==> src/rtl/frame_assembler_pkg.sv <==
// Shared types and constants for the frame assembler: read-side state encoding
// and frame-format constants (header size, fragment length marker).
package frame_assembler_pkg;

    typedef enum logic [2:0] {
        IDLE = 3'd0,
        EID  = 3'd1,
        LEN  = 3'd2,
        DATA = 3'd3,
        GAP  = 3'd4
    } state_t;

    localparam logic [7:0] LEN_FRAGMENT        = 8'hFF;
    localparam int         FRAGMENT_DATA_BYTES = 255;
    localparam int         HDR_BYTES           = 3;

endpackage

==> src/rtl/frame_assembler_if.sv <==
// Byte-in / frame-out bundle of the frame assembler. timeout_err exists only when
// FRAME_TIMEOUT_EN is defined; dbg_state mirrors the read-side FSM for observation.
interface frame_assembler_if;
    import frame_assembler_pkg::*;

    // rx_data_valid is a one-cycle strobe with no back-pressure. A head byte is
    // consumed on a cycle where frame_data_latch and out_frame_data_valid are both high.
    logic [7:0] rx_data;
    logic       rx_data_valid;
    logic [7:0] out_frame_data;
    logic       out_frame_data_valid;
    logic       out_frame_valid;
    logic       frame_data_latch;
    logic       overflow;
    logic       overflow_clear;
`ifdef FRAME_TIMEOUT_EN
    logic       timeout_err;
`endif
    state_t     dbg_state;

    modport master (
        output rx_data, rx_data_valid, frame_data_latch, overflow_clear,
        input  out_frame_data, out_frame_data_valid, out_frame_valid, overflow,
`ifdef FRAME_TIMEOUT_EN
        input  timeout_err,
`endif
        input  dbg_state
    );

    modport slave (
        input  rx_data, rx_data_valid, frame_data_latch, overflow_clear,
        output out_frame_data, out_frame_data_valid, out_frame_valid, overflow,
`ifdef FRAME_TIMEOUT_EN
        output timeout_err,
`endif
        output dbg_state
    );

endinterface

==> src/rtl/frame_assembler_byte_fifo.sv <==
// Synchronous first-word-fall-through byte FIFO; the head byte is readable one
// cycle after it is written. Caller must not write when full unless also reading.
module frame_assembler_byte_fifo #(
    parameter int DEPTH_LOG2 = 4
) (
    input  logic       clk,
    input  logic       rst,
    input  logic       i_wr_en,
    input  logic [7:0] i_wr_data,
    input  logic       i_rd_en,
    output logic [7:0] o_rd_data,
    output logic       o_full,
    output logic       o_empty
);
    localparam int                    DEPTH    = 1 << DEPTH_LOG2;
    localparam logic [DEPTH_LOG2-1:0] PTR_ONE  = DEPTH_LOG2'(1);
    localparam logic [DEPTH_LOG2:0]   CNT_ONE  = (DEPTH_LOG2 + 1)'(1);
    localparam logic [DEPTH_LOG2:0]   CNT_FULL = (DEPTH_LOG2 + 1)'(DEPTH);

    logic [7:0]            r_mem [DEPTH];
    logic [DEPTH_LOG2-1:0] r_wr_ptr;
    logic [DEPTH_LOG2-1:0] r_rd_ptr;
    logic [DEPTH_LOG2:0]   r_count;

    always_ff @(posedge clk) begin
        if (i_wr_en) begin
            r_mem[r_wr_ptr] <= i_wr_data;
        end
    end

    always_ff @(posedge clk) begin
        if (rst) begin
            r_wr_ptr <= '0;
            r_rd_ptr <= '0;
            r_count  <= '0;
        end else begin
            if (i_wr_en) r_wr_ptr <= r_wr_ptr + PTR_ONE;
            if (i_rd_en) r_rd_ptr <= r_rd_ptr + PTR_ONE;
            case ({i_wr_en, i_rd_en})
                2'b10:   r_count <= r_count + CNT_ONE;
                2'b01:   r_count <= r_count - CNT_ONE;
                default: r_count <= r_count;
            endcase
        end
    end

    assign o_rd_data = r_mem[r_rd_ptr];
    assign o_full    = (r_count == CNT_FULL);
    assign o_empty   = (r_count == '0);

endmodule

==> src/rtl/frame_assembler.sv <==
// Frame assembler: buffers UART bytes and cuts them into type/eid/len/data frames.
// Define FRAME_TIMEOUT_EN to abort frames starved for TIMEOUT_CYCLES cycles.
module frame_assembler
    import frame_assembler_pkg::*;
#(
    parameter int FIFO_DEPTH_LOG2 = 4
`ifdef FRAME_TIMEOUT_EN
    , parameter int TIMEOUT_CYCLES = 1000000
`endif
) (
    input logic               clk,
    input logic               rst,
    frame_assembler_if.slave  bus
);
    state_t     r_state;
    state_t     w_state_nxt;
    logic [7:0] r_remaining;
    logic [7:0] w_remaining_nxt;
    logic       r_overflow;
    logic       w_full;
    logic       w_empty;
    logic [7:0] w_head;
    logic       w_data_valid;
    logic       w_frame_valid;
    logic       w_pop;
    logic       w_push;
    logic       w_drop;
    logic       w_expire;

    assign w_data_valid = !w_empty && (r_state != GAP);
    assign w_pop        = bus.frame_data_latch && w_data_valid;
    // A full FIFO still takes a byte when the head leaves in the same cycle.
    assign w_push       = bus.rx_data_valid && (!w_full || w_pop);
    assign w_drop       = bus.rx_data_valid && w_full && !w_pop;

    frame_assembler_byte_fifo #(
        .DEPTH_LOG2 (FIFO_DEPTH_LOG2)
    ) u_byte_fifo (
        .clk       (clk),
        .rst       (rst),
        .i_wr_en   (w_push),
        .i_wr_data (bus.rx_data),
        .i_rd_en   (w_pop),
        .o_rd_data (w_head),
        .o_full    (w_full),
        .o_empty   (w_empty)
    );

`ifdef FRAME_TIMEOUT_EN
    logic [19:0] r_to_cnt;
    logic        r_timeout_err;
    logic        w_to_run;

    assign w_to_run = (r_state inside {EID, LEN, DATA}) && w_empty;
    assign w_expire = w_to_run && !w_push && (r_to_cnt == 20'(TIMEOUT_CYCLES - 1));

    always_ff @(posedge clk) begin
        if (rst) begin
            r_to_cnt      <= '0;
            r_timeout_err <= 1'b0;
        end else begin
            r_to_cnt <= (!w_to_run || w_push || w_expire) ? '0 : r_to_cnt + 20'd1;
            if (w_expire)                r_timeout_err <= 1'b1;
            else if (bus.overflow_clear) r_timeout_err <= 1'b0;
        end
    end

    assign bus.timeout_err = r_timeout_err;
`else
    assign w_expire = 1'b0;
`endif

    always_comb begin
        w_state_nxt     = r_state;
        w_remaining_nxt = r_remaining;
        w_frame_valid   = 1'b1;
        case (r_state)
            IDLE: begin
                w_frame_valid = !w_empty;
                if (w_pop) w_state_nxt = EID;
            end
            EID: if (w_pop) w_state_nxt = LEN;
            LEN: begin
                if (w_pop) begin
                    w_remaining_nxt = (w_head == LEN_FRAGMENT) ? 8'(FRAGMENT_DATA_BYTES) : w_head;
                    w_state_nxt     = (w_head == 8'h00) ? GAP : DATA;
                end
            end
            DATA: begin
                if (w_pop) begin
                    w_remaining_nxt = r_remaining - 8'd1;
                    if (r_remaining == 8'd1) w_state_nxt = GAP;
                end
            end
            GAP: begin
                w_frame_valid = 1'b0;
                w_state_nxt   = IDLE;
            end
            default: begin
                w_frame_valid = 1'b0;
                w_state_nxt   = IDLE;
            end
        endcase
        // Starvation abort: the FIFO is empty here, so no pop can compete with it.
        if (w_expire) begin
            w_state_nxt     = GAP;
            w_remaining_nxt = 8'd0;
        end
    end

    always_ff @(posedge clk) begin
        if (rst) begin
            r_state     <= IDLE;
            r_remaining <= 8'd0;
            r_overflow  <= 1'b0;
        end else begin
            r_state     <= w_state_nxt;
            r_remaining <= w_remaining_nxt;
            if (w_drop)                  r_overflow <= 1'b1;
            else if (bus.overflow_clear) r_overflow <= 1'b0;
        end
    end

    assign bus.out_frame_data       = w_empty ? 8'h00 : w_head;
    assign bus.out_frame_data_valid = w_data_valid;
    assign bus.out_frame_valid      = w_frame_valid;
    assign bus.overflow             = r_overflow;
    assign bus.dbg_state            = r_state;

endmodule

==> src/flat_wrapper.sv <==
// flat-port wrapper written by rule: the top's interface ports become plain ports
module frame_assembler_flat import frame_assembler_pkg::*;
#(
    parameter int FIFO_DEPTH_LOG2 = 4

)
  (clk, rst, bus_rx_data, bus_rx_data_valid, bus_frame_data_latch, bus_overflow_clear, bus_out_frame_data, bus_out_frame_data_valid, bus_out_frame_valid, bus_overflow, bus_dbg_state);
  frame_assembler_if bus_i ();
  input logic clk;
  input logic rst;
  input wire logic [$bits(bus_i.rx_data)-1:0] bus_rx_data;
  input wire logic [$bits(bus_i.rx_data_valid)-1:0] bus_rx_data_valid;
  input wire logic [$bits(bus_i.frame_data_latch)-1:0] bus_frame_data_latch;
  input wire logic [$bits(bus_i.overflow_clear)-1:0] bus_overflow_clear;
  output wire logic [$bits(bus_i.out_frame_data)-1:0] bus_out_frame_data;
  output wire logic [$bits(bus_i.out_frame_data_valid)-1:0] bus_out_frame_data_valid;
  output wire logic [$bits(bus_i.out_frame_valid)-1:0] bus_out_frame_valid;
  output wire logic [$bits(bus_i.overflow)-1:0] bus_overflow;
  output wire logic [$bits(bus_i.dbg_state)-1:0] bus_dbg_state;
  assign bus_i.rx_data = bus_rx_data;
  assign bus_i.rx_data_valid = bus_rx_data_valid;
  assign bus_i.frame_data_latch = bus_frame_data_latch;
  assign bus_i.overflow_clear = bus_overflow_clear;
  assign bus_out_frame_data = bus_i.out_frame_data;
  assign bus_out_frame_data_valid = bus_i.out_frame_data_valid;
  assign bus_out_frame_valid = bus_i.out_frame_valid;
  assign bus_overflow = bus_i.overflow;
  assign bus_dbg_state = bus_i.dbg_state;
  frame_assembler #(.FIFO_DEPTH_LOG2(FIFO_DEPTH_LOG2)) u_core (.clk(clk), .rst(rst), .bus(bus_i));
endmodule
==> config.mk <==
export PLATFORM = sky130hd
export DESIGN_NAME = frame_assembler_flat
export DESIGN_NICKNAME = d
export VERILOG_FILES = /design/src/rtl/frame_assembler_pkg.sv /design/src/rtl/frame_assembler_if.sv /design/src/rtl/frame_assembler_byte_fifo.sv /design/src/rtl/frame_assembler.sv /design/src/flat_wrapper.sv
export SDC_FILE = /design/constraint.sdc
export NUM_CORES = 1
export LEC_CHECK = 0
export CORE_MARGIN = 4
export CORE_UTILIZATION = 65
export CTS_CLUSTER_DIAMETER = 40
export DETAILED_ROUTE_END_ITERATION = 8
export GPL_ROUTABILITY_DRIVEN = 1
export PLACE_DENSITY = 0.94
export SYNTH_ARGS = -nofsm -noshare
export SYNTH_HDL_FRONTEND = slang
export SYNTH_SLANG_ARGS = --single-unit
==> constraint.sdc <==
create_clock -name clk -period 5.65 [get_ports clk]
set_clock_uncertainty 0.2 [all_clocks]
set_input_delay 0.8475 -clock clk [delete_from_list [all_inputs] [get_ports clk]]
set_output_delay 0.8475 -clock clk [all_outputs]
set_load 0.01 [all_outputs]
==> out/metrics.yaml, run 1 <==
floorplanning:
  pin_count: 27
  die_h_um: 109
  dieArea_um2: 11900
  std_cell_rows: 36
  coreArea_um2: 9860
  die_w_um: 109
  start_util: 0.676
hold_path:
  min_from: "u_core.r_remaining[5]"
  hp-class: "reg2reg"
  min_to: "u_core.r_remaining[5]"
  min_path_cells: 2
sta:
  fin_hold_ws_ns: 0.295
  slew_violations: 0
  relSlewSlack: 0.267
  rsz0062_at_grt: "no"
  period_needed_ns: 4.62
  timing.fmax_ghz: 0.216
  worst_pin_slew_ns: 1.10
  finalCritPeriodShare: 0.818
  setup_viol: 0
  fin_tns_setup_ns: 0
  hold_viol_final: 0
global_routing:
  antenna_found_initial: 0
  grt_usage: 0.283
  grt_overflow: 0
  first_global_vias: 4165
  grt_max_degree: 31
  grt_pass1_wl_mm: 23.9
yosys:
  yosysWarnings: 0
  synth-seq-cells: 157
  postSynthNetCount: 451
  synthFlopType: "edfxtp_1"
  synth_cell_types: 54
  synthArstFlopShare: 0
  netlist_instances: 429
  syn_area_per_cell_um2: 15.5
  yosysSeqAreaShare: 0.664
  synth_edf_count: 128
  synth_area_um2: 6670
pwr:
  p_seq_frac: 0.404
  swShare: 0.306
  leakagePower_uw: 0.00248
  p_per_area_nw_per_um2: 463
  clockPowerShare: 0.321
  p_comb_frac: 0.275
  power.internal_uw: 2450
  switchingPower_uw: 1080
  ir_worst_vdd_uv: 300
placement:
  gp_congestion: 0.884
  io_buffer_count: 26
  dp_hpwl_mm: 9.60
final_layout:
  layout-drive-gt1-share: 0.149
  layout-area-overhead-vs-synth_pct: 14.2
  fin_nets: 485
  diodes: 0
  n_fill_cell: 506
clock_network:
  clock_latency_ns: 0.53
  cts_hold_buf: 0
  cts.repair.resized: 0
  cts_tree: "built"
  cts_max_level: 4
  clock_sinks: 157
  cts_root_buffer: "clkbuf_8"
  clk_pin_slew_worst_paths_ns: 0.06
  cts-buffers-inserted: 17
  clockBufferDepth: 2
  post_cts_buffers: 0
drt:
  routed_wl_mm: 15.3
  first_pass_iters: 5
  vias: 4078
  drc: 0
  via_per_inst: 6.70
  wire_per_inst_um: 25.1
  drtIter0Drc: 437
  ant_nets: 0
critical_path:
  end_kind: "output port"
  required_ns: 4.60
  worstPathArrival_ns: 3.57
  worstPathMaxFanout: 20
  reg2regPathDepth: 6
  crit_path_start_kind: "register"
  r2r_setup_slack_ns: 2.46
  r2r-end: "u_core.bus.dbg_state[0]"
  crit_type: "reg2out"
run:
  drv_cap: 0
run_status:
  status: "complete, no violations"
cell usage after synthesis, types with 3 or more instances:
master / count / area [um^2]
nor2_1: 45 / 169
a21oi_1: 21 / 105
nor2b_1: 5 / 31.3
o21ai_1: 10 / 50.1
nand2_1: 15 / 56.3
edfxtp_1: 128 / 3840
xnor2_1: 3 / 26.3
a221oi_1: 4 / 35.0
xor2_1: 7 / 61.3
nand4_1: 3 / 18.8
inv_1: 11 / 41.3
nor3b_1: 3 / 22.5
a221oi_2: 5 / 75.1
buf_2: 3 / 15.0
o21ai_0: 5 / 25.0
clkbuf_1: 10 / 37.5
and2_1: 11 / 68.8
mux2i_1: 12 / 120
ha_1: 9 / 113
a22o_1: 4 / 35.0
nand3_1: 3 / 15.0
nor3_1: 5 / 25.0
dfxtp_1: 29 / 581
o21a_1: 5 / 37.5
mux4_2: 25 / 563
mux4_1: 3 / 78.8
nor4_1: 7 / 43.8
final cells by class:
type                    instances  area [um^2]  share of cell area
well taps                     133          166              0.0219
flip-flops and latches        157         4430               0.581
inverters                      13         48.8             0.00641
clock inverters                13          165              0.0217
clock buffers                  19          422              0.0554
multi-input cells             242         2080               0.273
repair buffers                 32          305              0.0401
cells in the final DEF (no fill, tap or decap), drive strengths merged, types with 12 or more instances in the layout:
cell type	n
clkdlybuf4s50	26
o21ai	15
clkbuf	19
inv	13
a21oi	21
mux2i	12
nand2	15
mux4	28
nor2	45
dfxtp	29
edfxtp	128
metal layers:
layer / track usage / wire (um) / vias up / part of all wire
met4: 0.0997 / 383 / 0 / 0.025
met3: 0.0770 / 1250 / 34 / 0.082
met5: 0 / 0 / - / 0
li1: - / - / 1747 / -
met2: 0.475 / 8010 / 276 / 0.52
met1: 0.357 / 5660 / 2021 / 0.37
logic make-up (layout without fill, tap and decap cells):
| logic type | after synthesis | after routing | synth area share |
|---|---|---|---|
| xor+xnor | 10 | 10 | 0.0131 |
| simple gates | 110 | 110 | 0.0841 |
| compound gates | 72 | 72 | 0.0818 |
| fa+ha+maj | 9 | 9 | 0.0169 |
| mux | 41 | 41 | 0.116 |
| buf+inv | 30 | 77 | 0.0246 |
| flops | 157 | 157 | 0.664 |
worst max-delay path by stage:
| stage | depth (start not counted) | slack [ns] | from | end |
|---|---|---|---|---|
| after CTS | 5 | 1.09 | register | bus_out_frame_data[1] |
| after global routing | 5 | 0.87 | register | bus_out_frame_data[1] |
| final | 5 | 1.03 | register | bus_out_frame_data[1] |
| after detailed placement | 5 | 1.74 | register | bus_out_frame_data[1] |
| after floorplan | 4 | 2.62 | bus_frame_data_latch | u_core.u_byte_fifo.r_mem[0][0] |
| after global placement | 6 | 1.81 | register | bus_out_frame_data[7] |
critical path, stage by stage (launching register included):
cell and delay (ns):
dfxtp_1 1.04, nor2_1 0.34, a221oi_1 0.55, a22oi_1 0.28, a21oi_1 0.24, clkdlybuf4s50_1 0.57
state kept, by name, summed over array words and instances (netlist names), named ones only:
signal / cells
u_core.bus.dbg_state: 3
u_core.u_byte_fifo.r_count: 5
u_core.r_remaining: 8
u_core.u_byte_fifo.r_rd_ptr: 4
u_core.bus.overflow: 1
u_core.u_byte_fifo.r_mem: 128
u_core.u_byte_fifo.r_wr_ptr: 4
stage by stage:
stage	instance area [um^2]	setup slack [ns]	std cells	util	total power [uW]
5_1_grt	7610	0.873	609	0.772	3690
2_1_floorplan	6670	2.62	429	-	2060
3_3_place_gp	7030	1.81	577	0.712	2340
3_5_place_dp	7030	1.74	577	0.712	2380
6_report	7610	1.03	609	0.772	3530
4_1_cts	7610	1.09	609	0.772	3520
power by group through the flow:
stage | Combinational [uW] | Clock [uW] | Sequential (uW)
2_1_floorplan | 662 | 0 | 1400
3_3_place_gp | 901 | 0 | 1430
3_5_place_dp | 940 | 0 | 1440
4_1_cts | 963 | 1140 | 1420
5_1_grt | 1050 | 1200 | 1440
6_report | 968 | 1130 | 1420
Note: power is estimated with default switching activity, not from simulation.
==> inputs of run 2 (changes only) <==
- CORE_UTILIZATION: 65 -> 60
- PLACE_DENSITY: 0.94 -> 0.89
- clock period: 5.65 -> 4.4 ns (I/O delays scaled with it)
==> run 2 against run 1 <==
Effect of this change: global-route usage fell by 4.0 points; die area is 7.7% higher; critical path depth unchanged; critical path type unchanged; largest power group unchanged.
==> out/metrics.yaml, run 2 (same netlist as run 1, synthesis figures left out) <==
clock_network:
  clock_latency_ns: 0.53  # about the same
  clockBufferDepth: 2  # unchanged
  cts.repair.resized: 0  # unchanged
  cts-buffers-inserted: 17  # unchanged
  post_cts_buffers: 0  # unchanged
  cts_max_level: 4  # unchanged
  clk_pin_slew_worst_paths_ns: 0.07  # about the same
  cts_tree: "built"
  cts_root_buffer: "clkbuf_8"
  cts_hold_buf: 0  # unchanged
  clock_sinks: 157  # unchanged
critical_path:
  crit_path_start_kind: "register"
  critPathMaxStageDelay_ns: 0.73  # -0.31 ns
  r2r-start: "u_core.bus.dbg_state[0]"
  cp_top_family: "compound AO/OA/AOI/OAI gates"
  crit_slowest_cell: "dfxtp_1"
  cp_cell_sequence: "nor2_1 > a221oi_1 > a22oi_1 > a21oi_1 > clkdlybuf4s50_1"
  critPathBufInv: 1  # unchanged
  worstPathArrival_ns: 3.20  # -0.37 ns
  r2r-end: "u_core.u_byte_fifo.r_mem[10][4]"
  worstPathMaxFanout: 12  # -40%
  end_kind: "output port"
  crit_type: "reg2out"
  r2r_setup_slack_ns: 1.28  # -1.18 ns
  reg2regPathDepth: 5  # -1
  cp.depth: 5  # unchanged
  required_ns: 3.54  # -1.06 ns
  crit_path_end: "bus_out_frame_data[1]"
sta:
  relSlewSlack: 0.257  # -0.0102
  finalCritPeriodShare: 0.923
  timing.fmax_ghz: 0.246
  fin_tns_setup_ns: 0  # unchanged
  period_needed_ns: 4.06
  worst_pin_slew_ns: 1.11  # +0.0133 ns
  rsz0062_at_grt: "no"
  slew_violations: 0  # unchanged
  setup_viol: 0  # unchanged
  hold_viol_final: 0  # unchanged
  fin_hold_ws_ns: 0.290  # -0.00524 ns
pwr:
  p_per_area_nw_per_um2: 595  # +28%
  power.total_uw: 4540  # +29%
  leakagePower_uw: 0.00251  # +0.94%
  ir_worst_vdd_uv: 490  # +63%
global_routing:
  grt_usage: 0.243  # -0.0395
  grt_pass1_wl_mm: 23.0  # -3.7%
  grt_max_degree: 31  # unchanged
  grt_overflow: 0  # unchanged
  first_global_vias: 3942  # -5.4%
  antenna_found_initial: 0  # unchanged
drt:
  ant_nets: 0  # unchanged
  first_pass_iters: 6  # +1
  wire_per_inst_um: 23.8  # -5.2%
  vias: 4036  # -1.0%
  routed_wl_mm: 14.7  # -4.0%
  via_per_inst: 6.54  # -2.3%
  drc: 0  # unchanged
  drtIter0Drc: 636  # +46%
placement:
  io_buffer_count: 26  # unchanged
  gp_congestion: 0.851  # -3.7%
  dp_hpwl_mm: 9.61  # +0.17%
final_layout:
  layout-drive-gt1-share: 0.155  # +0.00598
  largest_reg_flops: 128  # unchanged
  reg_top3: "u_core.u_byte_fifo.r_mem (128), u_core.r_remaining (8), u_core.u_byte_fifo.r_count (5)"
  fin_nets: 486  # +0.21%
  n_fill_cell: 647  # +28%
  final_cell_mix: "edfxtp_1, nor2_1, dfxtp_1"
  layout_commonest_cell: "edfxtp_1"
  multiInputGateArea_um2: 2080  # unchanged
  layout-area-overhead-vs-synth_pct: 14.6
  diodes: 0  # unchanged
  top_register: "u_core.u_byte_fifo.r_mem"
  seqCellArea_um2: 4430  # unchanged
run_status:
  status: "complete, no violations"
run:
  drv_cap: 0  # unchanged
floorplanning:
  dieArea_um2: 12900  # +7.7%
  die_w_um: 113  # +3.8%
  pin_count: 27  # unchanged
  std_cell_rows: 38  # +5.6%
  start_util: 0.615  # -0.0609
  die_h_um: 113  # +3.8%
  coreArea_um2: 10800  # +9.9%
hold_path:
  hp-class: "reg2reg"
  min_path_cells: 2  # unchanged
-- run 2: cell count changes in the layout (fill, tap and decap cells not counted) --
cell	previous run	this run
clkbuf_1	2	0
clkinv_4	3	1
clkinv_2	1	3
clkinvlp_4	3	1
buf_4	6	7
inv_6	2	4
inv_8	0	2
-- run 2: worst min-delay path: stages (launching register included) --
cell and delay [ns]:
dfxtp_1 0.31, o21ai_1 0.07, a21oi_1 0.06
-- run 2: how the worst min path moves through the flow --
stage                                      from                     to  slack (ns)
after CTS                 u_core.r_remaining[5]  u_core.r_remaining[5]        0.28
after global routing      u_core.r_remaining[5]  u_core.r_remaining[5]        0.30
after floorplan           u_core.r_remaining[5]  u_core.r_remaining[5]        0.26
after detailed placement  u_core.r_remaining[5]  u_core.r_remaining[5]        0.27
after global placement    u_core.r_remaining[5]  u_core.r_remaining[5]        0.27
final                     u_core.r_remaining[5]  u_core.r_remaining[5]        0.29
-- run 2: layout make-up --
cell class / instances / area share
sequential: 157 / 0.579
multi-input combinational: 242 / 0.272
clock buffer: 17 / 0.0542
timing repair buffer: 33 / 0.0410
clock inverter: 15 / 0.0239
tap: 140 / 0.0229
inverter: 13 / 0.00639
-- run 2: report_power, final --
group	internal, uW	switching [uW]	total, uW
Sequential	1700	105	1810
Clock	875	607	1480
Combinational	576	682	1260
Total	3150	1390	4540
-- run 2: through the flow --
step | util | worst slack (ns) | cells | instance area (um^2)
final | 0.705 | 0.338 | 617 | 7640
after global routing | 0.705 | 0.231 | 617 | 7640
after CTS | 0.705 | 0.345 | 617 | 7640
after detailed placement | 0.650 | 0.753 | 585 | 7040
after global placement | 0.650 | 0.884 | 585 | 7040
after floorplan | - | 1.56 | 429 | 6670
-- run 2: per-layer routing --
layer,part of all wire,global-route usage
met5,0,0
met4,0.022,0.0793
met3,0.086,0.0647
met2,0.49,0.388
met1,0.40,0.331
==> inputs of run 3 (changes only) <==
- CORE_MARGIN: 4 -> 1
==> run 3 against run 2 <==
Effect of this change: routed wire length down 1.5%; global-route usage increased by 3.8 points; core utilization down 0.57 points; sequential power barely moved; non-clock buffer count unchanged; fmax fell by 1.7%; register-to-register slack improved by 0.04 ns; final cell count is 0.32% lower; die area fell by 10%; sequential share of layout area increased by 0.47 points; highest routed layer unchanged.
==> out/metrics.yaml, run 3 (same netlist as run 1, synthesis figures left out) <==
critical_path:
  cp_cell_sequence: "buf_12 > mux4_1 > a22o_1 > a221oi_2 > nor2_1 > clkdlybuf4s50_1"
  crit_type: "reg2out"
  worstPathMaxFanout: 18  # +6
  crit_slowest_cell: "dfxtp_2"
  crit_path_start_kind: "register"
  required_ns: 3.54  # about the same
  end_kind: "output port"
  critPathBufInv: 2  # +1
  critPathMaxStageDelay_ns: 0.68  # -0.05 ns
  worstPathArrival_ns: 3.27  # +0.07 ns
  cp_top_family: "buffers and inverters"
final_layout:
  final_util: 0.699  # -0.00566
  stdcell_count: 615  # -0.32%
  top_register: "u_core.u_byte_fifo.r_mem"
  diodes: 0  # unchanged
  reg_top3: "u_core.u_byte_fifo.r_mem (128), u_core.r_remaining (8), u_core.u_byte_fifo.r_count (5)"
  layout-area-overhead-vs-synth_pct: 13.6
  largest_reg_flops: 128  # unchanged
  layout_commonest_cell: "edfxtp_1"
  final_cell_mix: "edfxtp_1, nor2_1, dfxtp_1"
  layout-drive-gt1-share: 0.149  # -0.00566
  stdcell_area_um2: 7580  # -0.80%
  fin_nets: 486  # unchanged
drt:
  first_pass_iters: 5  # -1
  routed_wl_mm: 14.5  # -1.5%
  drc: 0  # unchanged
  via_per_inst: 6.55  # +0.20%
  drtIter0Drc: 428  # -33%
  vias: 4031  # -0.12%
  wire_per_inst_um: 23.5  # -1.2%
  ant_nets: 0  # unchanged
clock_network:
  clock_latency_ns: 0.54  # about the same
  cts.repair.resized: 0  # unchanged
  clk_pin_slew_worst_paths_ns: 0.06  # about the same
  cts_tree: "built"
  cts_root_buffer: "clkbuf_8"
  cts-buffers-inserted: 17  # unchanged
  clockBufferDepth: 2  # unchanged
  cts_max_level: 4  # unchanged
  clock_sinks: 157  # unchanged
  post_cts_buffers: 0  # unchanged
  cts_hold_buf: 0  # unchanged
pwr:
  p_per_area_nw_per_um2: 576  # -3.2%
  leakagePower_uw: 0.00246  # -1.7%
  swShare: 0.307  # +0.000796
  power.internal_uw: 3020  # -4.1%
  ir_worst_vdd_uv: 422  # -14%
  clockPowerShare: 0.296  # -0.030
  p_seq_frac: 0.418  # +0.021
  p_comb_frac: 0.286  # +0.009
  switchingPower_uw: 1340  # -3.7%
placement:
  dp.cells: 585  # unchanged
  place_area_um2: 7060  # +0.27%
  io_buffer_count: 26  # unchanged
  gp_congestion: 0.896  # +5.3%
  dp_hpwl_mm: 9.07  # -5.6%
floorplanning:
  die_w_um: 107  # -5.3%
  coreArea_um2: 10800  # unchanged
  std_cell_rows: 38  # unchanged
  pin_count: 27  # unchanged
  die_h_um: 107  # -5.3%
  dieArea_um2: 11500  # -10%
  start_util: 0.615  # unchanged
sta:
  setup_viol: 0  # unchanged
  worst_pin_slew_ns: 1.04  # -0.0709 ns
  period_needed_ns: 4.13  # +0.0694 ns
  finalCritPeriodShare: 0.939  # +0.0158
  fin_hold_ws_ns: 0.288  # -0.00198 ns
  rsz0062_at_grt: "no"
  slew_violations: 0  # unchanged
  timing.fmax_ghz: 0.242  # -1.7%
  relSlewSlack: 0.304  # +0.0474
  fin_tns_setup_ns: 0  # unchanged
  hold_viol_final: 0  # unchanged
global_routing:
  antenna_found_initial: 0  # unchanged
  grt_max_degree: 31  # unchanged
  first_global_vias: 4046  # +2.6%
  grt_usage: 0.281  # +0.0381
  grt_overflow: 0  # unchanged
  grt_pass1_wl_mm: 22.8  # -0.96%
run:
  drv_cap: 0  # unchanged
run_status:
  status: "complete, no violations"
hold_path:
  hp-class: "reg2reg"
run 3: power groups by stage:
stage               logic (uW)  clock network, uW  registers, uW
global placement          1180                  0           1840
floorplan                  851                  0           1800
finish                    1250               1290           1830
global route              1360               1360           1840
CTS                       1250               1300           1820
detailed placement        1220                  0           1850
run 3: worst paths after layout:
path / start / endpoint / slack, ns / cells after the start
min reg2reg: u_core.r_remaining[4] / u_core.r_remaining[4] / 0.29 / 2
max: register / bus_out_frame_data[3] / 0.27 / 6
max reg2reg: register / u_core.bus.dbg_state[0] / 1.32 / 7
min: u_core.r_remaining[4] / u_core.r_remaining[4] / 0.29 / 2
run 3: final cells by class:
class	count	area (um^2)
clock buffers	18	418
inverters	13	48.8
fillers	683	3260
repair buffers	33	325
multi-input cells	242	2090
clock inverters	12	98.8
flip-flops and latches	157	4430
well taps	140	175
run 3: per-stage QoR:
stage | setup WS [ns] | power, uW
2_1_floorplan | 1.56 | 2650
3_3_place_gp | 0.907 | 3020
3_5_place_dp | 0.827 | 3070
4_1_cts | 0.245 | 4380
5_1_grt | 0.0980 | 4560
6_report | 0.268 | 4360
run 3: routing by layer:
layer | up-vias | track usage | share of wire
li1 | 1758 | - | -
met1 | 1987 | 0.350 | 0.38
met2 | 247 | 0.457 | 0.51
met3 | 39 | 0.0775 | 0.080
met4 | 0 | 0.139 | 0.033
met5 | - | 0 | 0
run 3: tightest hold or removal path, delay by kind of cell, from the launching register on:
family             cells  cell delay [ns]
DFF                    1             0.31
AOI/OAI and AO/OA      2             0.14
